### src/rtl/lock_entry_ctrl.sv
// Entry sequencer for the 4-digit pattern lock core: qualifies presses, issues step
// strobes, tracks failures, times lockout and unlock hold. Define LOCK_IDLE_TIMEOUT_EN
// to add the inactivity timeout that clears a partially entered code.
module lock_entry_ctrl #(
  parameter int unsigned STABLE_CYC = 4,
  parameter int unsigned MAX_FAILS  = 3,
  parameter int unsigned LOCK_CYC   = 1000,
  parameter int unsigned HOLD_CYC   = 50,
  parameter int unsigned LAST_IDX   = 3,
  parameter int unsigned IDLE_CYC   = 5000,
  parameter int unsigned CNT_W      = 16
) (
  input  logic                           clk,
  input  logic                           rst,
  input  logic                           enter,
  input  logic [3:0]                     in_pattern,
  input  logic [3:0]                     core_state,
  input  logic                           core_pass,
  input  logic                           core_fail,
  output logic                           step_en,
  output logic [3:0]                     pattern_out,
  output logic                           core_rst,
  output logic                           unlocked,
  output logic                           lockout,
  output logic [$clog2(MAX_FAILS+1)-1:0] fail_cnt,
  output logic                           timeout
);

  localparam int unsigned FW = $clog2(MAX_FAILS + 1);

  typedef enum logic [2:0] {
    S_IDLE,
    S_QUAL,
    S_STEP,
    S_WAIT_REL,
    S_UNLOCK,
    S_LOCKOUT
  } state_t;

  state_t         state_q;
  logic           enter_q;
  logic [CNT_W-1:0] cnt_q;
  logic           step_en_q;
  logic [3:0]     pattern_q;
  logic           core_rst_q;
  logic           unlocked_q;
  logic           lockout_q;
  logic [FW-1:0]  fail_cnt_q;
  logic [FW-1:0]  fail_cnt_d;
  logic           rise;
  logic           pass_ok;

  assign rise    = enter & ~enter_q;
  // Both or neither indication high is treated as a failed step.
  assign pass_ok = core_pass & ~core_fail;
  assign fail_cnt_d = (fail_cnt_q == FW'(MAX_FAILS)) ? fail_cnt_q : fail_cnt_q + FW'(1);

`ifdef LOCK_IDLE_TIMEOUT_EN
  logic [CNT_W-1:0] idle_cnt_q;
  logic             timeout_q;
`endif

  always_ff @(posedge clk) begin
    if (rst) begin
      state_q    <= S_IDLE;
      enter_q    <= 1'b0;
      cnt_q      <= '0;
      step_en_q  <= 1'b0;
      pattern_q  <= '0;
      core_rst_q <= 1'b0;
      unlocked_q <= 1'b0;
      lockout_q  <= 1'b0;
      fail_cnt_q <= '0;
`ifdef LOCK_IDLE_TIMEOUT_EN
      idle_cnt_q <= '0;
      timeout_q  <= 1'b0;
`endif
    end else begin
      enter_q    <= enter;
      step_en_q  <= 1'b0;
      core_rst_q <= 1'b0;
      case (state_q)
        S_IDLE: begin
          if (rise) begin
            pattern_q <= in_pattern;
            cnt_q     <= '0;
            state_q   <= S_QUAL;
          end
        end
        S_QUAL: begin
          if (!enter) begin
            state_q <= S_IDLE;
          end else if (in_pattern != pattern_q) begin
            pattern_q <= in_pattern;
            cnt_q     <= '0;
          end else if (cnt_q == CNT_W'(STABLE_CYC - 1)) begin
            step_en_q <= 1'b1;
            state_q   <= S_STEP;
          end else begin
            cnt_q <= cnt_q + CNT_W'(1);
          end
        end
        S_STEP: begin
          cnt_q <= '0;
          if (pass_ok && (core_state == 4'(LAST_IDX))) begin
            fail_cnt_q <= '0;
            unlocked_q <= 1'b1;
            core_rst_q <= (HOLD_CYC == 1);
            state_q    <= S_UNLOCK;
          end else if (pass_ok) begin
            state_q <= S_WAIT_REL;
          end else begin
            fail_cnt_q <= fail_cnt_d;
            if (fail_cnt_d == FW'(MAX_FAILS)) begin
              lockout_q  <= 1'b1;
              core_rst_q <= 1'b1;
              state_q    <= S_LOCKOUT;
            end else begin
              state_q <= S_WAIT_REL;
            end
          end
        end
        S_WAIT_REL: begin
          if (!enter) state_q <= S_IDLE;
        end
        S_UNLOCK: begin
          // Core clear lands in the final hold cycle.
          if (cnt_q == CNT_W'(HOLD_CYC - 1)) begin
            unlocked_q <= 1'b0;
            state_q    <= S_WAIT_REL;
          end else begin
            cnt_q      <= cnt_q + CNT_W'(1);
            core_rst_q <= ((cnt_q + CNT_W'(1)) == CNT_W'(HOLD_CYC - 1));
          end
        end
        S_LOCKOUT: begin
          if (cnt_q == CNT_W'(LOCK_CYC - 1)) begin
            lockout_q  <= 1'b0;
            fail_cnt_q <= '0;
            state_q    <= S_WAIT_REL;
          end else begin
            cnt_q      <= cnt_q + CNT_W'(1);
            core_rst_q <= 1'b1;
          end
        end
        default: state_q <= S_IDLE;
      endcase
`ifdef LOCK_IDLE_TIMEOUT_EN
      // Inactivity with a partially advanced core clears it.
      timeout_q <= 1'b0;
      if (state_q == S_STEP) begin
        idle_cnt_q <= '0;
      end else if (((state_q == S_IDLE) || (state_q == S_WAIT_REL)) && (core_state != 4'd0)) begin
        if (idle_cnt_q == CNT_W'(IDLE_CYC - 1)) begin
          idle_cnt_q <= '0;
          timeout_q  <= 1'b1;
          core_rst_q <= 1'b1;
        end else begin
          idle_cnt_q <= idle_cnt_q + CNT_W'(1);
        end
      end
`endif
    end
  end

  assign step_en     = step_en_q;
  assign pattern_out = pattern_q;
  assign core_rst    = core_rst_q;
  assign unlocked    = unlocked_q;
  assign lockout     = lockout_q;
  assign fail_cnt    = fail_cnt_q;
`ifdef LOCK_IDLE_TIMEOUT_EN
  assign timeout     = timeout_q;
`else
  assign timeout     = 1'b0;
`endif

endmodule

### config.mk
export PLATFORM = sky130hd
export DESIGN_NAME = lock_entry_ctrl
export DESIGN_NICKNAME = d
export VERILOG_FILES = /design/src/rtl/lock_entry_ctrl.sv
export SDC_FILE = /design/constraint.sdc
export NUM_CORES = 1
export LEC_CHECK = 0
export CELL_PAD_IN_SITES_DETAIL_PLACEMENT = 1
export CELL_PAD_IN_SITES_GLOBAL_PLACEMENT = 1
export CORE_MARGIN = 1.5
export CORE_UTILIZATION = 50
export DETAILED_ROUTE_END_ITERATION = 8
export DONT_BUFFER_PORTS = 1
export PLACE_DENSITY_LB_ADDON = 0.1
export SKIP_LAST_GASP = 1
export SYNTH_ARGS = -nofsm -noshare
export SYNTH_HDL_FRONTEND = slang
export SYNTH_SLANG_ARGS = --single-unit
export TNS_END_PERCENT = 20
### constraint.sdc
create_clock -name clk -period 4.7 [get_ports clk]
set_clock_uncertainty 0.05 [all_clocks]
set_input_delay 0.47 -clock clk [delete_from_list [all_inputs] [get_ports clk]]
set_output_delay 0.47 -clock clk [all_outputs]
set_load 0.01 [all_outputs]
Word level (Yosys, flattened, before mapping)
Cells that the tools add are included.

Register bits after elaboration: 30. Bits of input ports: 13. Output and inout bits: 11. Logic and storage cells: 101.

Add/subtract/negate cells: 2. Eq/ne operators: 29. Muxes and demuxes: 42. Bitwise operators: 6. Reduce and logical (&&, ||, !) cells: 13.

Operators by type and width (number): $mux W16 (6); $pmux W16 S5 (1); $eq A16 B6 Y1 const B (2); $mux W3 (10); $ne A2 B2 Y1 const B (12); $pmux W3 S6 (1); $add A16 B1 Y16 const B (1); $eq A16 B10 Y1 const B (1); $eq A16 B2 Y1 const B (1); $mux W1 (12); $mux W4 (3); $ne A3 B3 Y1 const B (4); $reduce_and A6 Y1 (2); $mux W2 (4); $pmux W4 S2 (1); $eq A3 B2 Y1 const B (2); $eq A3 B3 Y1 const B (2); $reduce_and A3 Y1 (2); $reduce_bool A2 Y1 (3); $reduce_and A5 Y1 (1); $reduce_bool A5 Y1 (1); $eq A2 B2 Y1 const B (2); $eq A4 B2 Y1 const B (1); $ne A4 B4 Y1 (1); other kinds (11) (16).

Depth between registers and ports, before layout
Depth in word-level cells: 7. Mapped depth: 9. Mapped depth without buffers: 8.

Worst setup path before layout
No wires, ideal clock.

Path type: reg2reg. Start: register cnt_q[1]. End: register cnt_q[7]. Setup time: 70 ps. Arrival time: 2084 ps. Required time: 4580 ps. Slack: 2495 ps. Stages on the path, launching flop included: 9. Buffers on the path: 0. Clock period less this slack: 2205 ps. Cells stage by stage: dfxtp_1 -> inv_1 -> ha_1 -> nand3_1 -> nor4_4 -> a211oi_4 -> o2111ai_2 -> or4_2 -> a21oi_1.

Cells in the longest elaborated chain, start to end: 5. Elaborated cells on any way between the ends: 14. Classes of those cells: add/sub: 1; eq/ne: 6; mux: 6; reduce/logical: 1.

Ends and longest elaborated chain: start: declaration (RTL line 42) `logic [CNT_W-1:0] cnt_q;`; start signal: assignment (RTL line 100) `cnt_q <= cnt_q + CNT_W'(1);`; start signal: assignment (RTL line 132) `cnt_q <= cnt_q + CNT_W'(1);`; start signal: assignment (RTL line 142) `cnt_q <= cnt_q + CNT_W'(1);`; $add A16 B1 Y16 (RTL line 100, 132, 142); $mux W16 (RTL line 96) `end else if (cnt_q == CNT_W'(STABLE_CYC - 1)) begin`; $mux W16 (RTL line 93) `end else if (in_pattern != pattern_q) begin`; $mux W16 (RTL line 91) `if (!enter) begin`; $pmux W16 S5 (RTL line 82) `case (state_q)`.

Parallel ways exist; a longest one is shown, timed or not. The select of a mux whose other input is x is not followed. A chain may end at the register's enable or synchronous reset.

Worst setup path in the final report
Ends and elaborated chain as after synthesis.

==> impl_metrics.json <==
{
  "outcome": "completed",
  "ys_warn_count": 0,
  "num_vias": 1874,
  "max_slew_margin_pct": 37.03,
  "finalNonFillerCells": 291,
  "ys.flop_type": "dfxtp_1",
  "first_global_vias": 1871,
  "cp-start-kind": "flop",
  "place_congestion": 0.8776,
  "ys_seq_area_share_pct": 30.15,
  "die_w_um": 66.12,
  "place_area_sq_um": 1957,
  "dpl.hpwl_mm": 3.864,
  "clkSlewWorstSetupHoldPaths_ns": 0.06,
  "via_per_inst": 6.440,
  "postCtsHoldBufs": 0,
  "whs_path_depth": 1,
  "cts-root-buf": "clkbuf_8",
  "numCtsBuffers": 5,
  "powerDensity_nw_per_um2": 297.1,
  "tightestPinTransition_ns": 0.9389,
  "cts.sinks": 30,
  "grt_use_total_pct": 28.08,
  "wl_mm": 5.586,
  "maxCapViolCount": 0,
  "crit_chain": "inv_1 -> ha_1 -> nand3_1 -> nor4_4 -> a211oi_4 -> o2111ai_2 -> or4_2 -> a21oi_1",
  "layout-drive-gt1-share_pct": 11.52,
  "gr-total-overflow": 0,
  "drtPass1Iterations": 4,
  "die_area_sq_um": 4371,
  "clock_path_buffers": 2,
  "post_cts_buffers": 0,
  "synth-edff-count": 0,
  "synth-seq-cells": 30,
  "n_fill_cell": 478,
  "fmax_mhz": 347.9,
  "setup_viol_count_final": 0,
  "maxSlewViolCount": 0,
  "port_buffers": 0,
  "syn_area_per_cell_sq_um": 7.936,
  "path_depth": 8,
  "area_delta_synth_final_pct": 3.769,
  "critPathKind": "reg2reg",
  "final_antenna_net_count": 0,
  "finalHoldViolCount": 0,
  "grt_max_degree": 36,
  "syn-instance-count": 251,
  "endpoint_kind": "flop",
  "ir_worst_vdd_v": 0.0001746,
  "core_area_sq_um": 3744,
  "crit_arrival_ns": 3.04,
  "clk_latency_ns": 0.28,
  "synth.distinct_cells": 55,
  "rsz0062_at_grt": "no",
  "rows": 22,
  "io_pins": 24,
  "async_reset_ff_share_pct": 0,
  "wl_per_cell_um": 19.20,
  "first_iter_violations": 202,
  "grt_pass1_wl_mm": 9.315,
  "start_util_pct": 53.21,
  "final_common_cell": "dfxtp_1",
  "synth_nets": 267,
  "cpLargestDelayFamily": "compound AO/OA/AOI/OAI gates",
  "finish.instance_area_sq_um": 2067,
  "period_needed_ns": 2.874,
  "final_cell_mix": "30 x dfxtp_1, 23 x a21oi_1, 20 x nand2_1",
  "path_max_fanout": 13,
  "drc_errors": 0,
  "worstPathRequired_ns": 4.86,
  "placed_cells": 283,
  "antenna_found_initial": 0,
  "setup_tns_ns": 0,
  "die-height_um": 66.12,
  "path_buf_inv": 1,
  "p_leak_nw": 0.7053,
  "nNetsFinal": 258,
  "r2r_cells": 8,
  "fin_util_pct": 55.21,
  "num_antenna_cells": 0,
  "layout_worst_path_cycle_share_pct": 61.16,
  "htree_num_levels": 2,
  "slowest_delay_ns": 0.72,
  "post_cts_resized": 0,
  "cts_tree": "built",
  "hold_class": "in2reg",
  "syn_area_sq_um": 1992,
  "cp_slowest_cell": "or4_2"
}
-- metal layers --
| layer | share of wire, % | global-route usage [%] | up-vias |
|---|---|---|---|
| met3 | 4.6 | 5.963 | 4 |
| li1 | - | - | 894 |
| met2 | 48 | 43.50 | 46 |
| met1 | 47 | 37.91 | 930 |
| met5 | 0 | 0 | - |
| met4 | 0.95 | 10.97 | 0 |
-- cell families after synthesis --
| group | synth area share [%] |
|---|---|
| buffers and inverters | 6.470 |
| flip-flops | 30.15 |
| AO/OA/AOI/OAI | 19.54 |
| XOR/XNOR | 4.837 |
| AND/OR/NAND/NOR | 34.42 |
| other | 0.1883 |
| adder cells (fa/ha/maj) | 1.885 |
| multiplexers | 2.513 |
-- worst paths after layout --
check / start / endpoint / slack, ns
max: cnt_q[1]$_SDFFE_PP0P_ / cnt_q[7]$_SDFFE_PP0P_ / 1.83
max reg2reg: cnt_q[1]$_SDFFE_PP0P_ / cnt_q[7]$_SDFFE_PP0P_ / 1.83
min reg2reg: cnt_q[15]$_SDFFE_PP0P_ / cnt_q[15]$_SDFFE_PP0P_ / 0.47
min: rst / state_q[2]$_SDFFE_PP0P_ / 0.20
-- worst register-to-register path: stages, from the launching register on --
cell and delay [ns]:
dfxtp_1 0.48, inv_1 0.12, ha_1 0.19, nand3_1 0.13, nor4_4 0.07, a211oi_4 0.44, o2111ai_2 0.44, or4_2 0.72
a21oi_1 0.16
-- flip-flops by register name (all words and copies together) (netlist names) --
name / flops
core_rst: 1
cnt_q: 16
lockout: 1
fail_cnt: 2
enter_q: 1
step_en: 1
pattern_out: 4
unlocked: 1
state_q: 3
-- where the power goes --
group          leakage, nW  internal (W)  switching, W  total [W]
sequential           0.243      0.000263     0.0000190   0.000282
clock               0.0575      0.000148     0.0000997   0.000247
combinational        0.405     0.0000341     0.0000508  0.0000849
-- cell usage after synthesis (all sizes together) (4+ instances only) --
cell type	count	area share [%]
xnor2	4	1.8
nor4	7	3.3
buf	10	3.8
dfxtp	30	30
nand4	7	2.2
or3	7	2.2
nor2b	7	2.2
nor2	19	3.6
mux2i	5	2.5
o21ai	15	3.8
or4	7	3.3
xor2	7	3.1
nor3	4	1.0
inv	7	1.3
nand2	20	3.8
nand2b	6	1.9
a211oi	4	2.1
nand3	12	3.3
a21oi	23	5.8
nor3b	4	1.5
clkbuf	7	1.3
-- final cells by class --
| class | instances | area (sq um) | area share (%) |
|---|---|---|---|
| multi-input combinational | 197 | 1262 | 61.08 |
| clock buffer | 8 | 110.1 | 5.327 |
| inverter | 7 | 26.28 | 1.271 |
| sequential | 30 | 600.6 | 29.06 |
| tap | 48 | 60.06 | 2.906 |
| timing repair buffer | 1 | 7.507 | 0.3632 |
-- through the flow --
| stage | hold slack (ns) | power, W | setup WS [ns] |
|---|---|---|---|
| floorplan | 0.4075 | 0.0003570 | 2.495 |
| global route | 0.1977 | 0.0006402 | 1.576 |
| finish | 0.2033 | 0.0006140 | 1.826 |
| detailed placement | 0.4358 | 0.0003706 | 1.878 |
| global placement | 0.4329 | 0.0003630 | 2.058 |
| CTS | 0.1879 | 0.0006180 | 1.811 |
(Power assumes the default switching activity.)
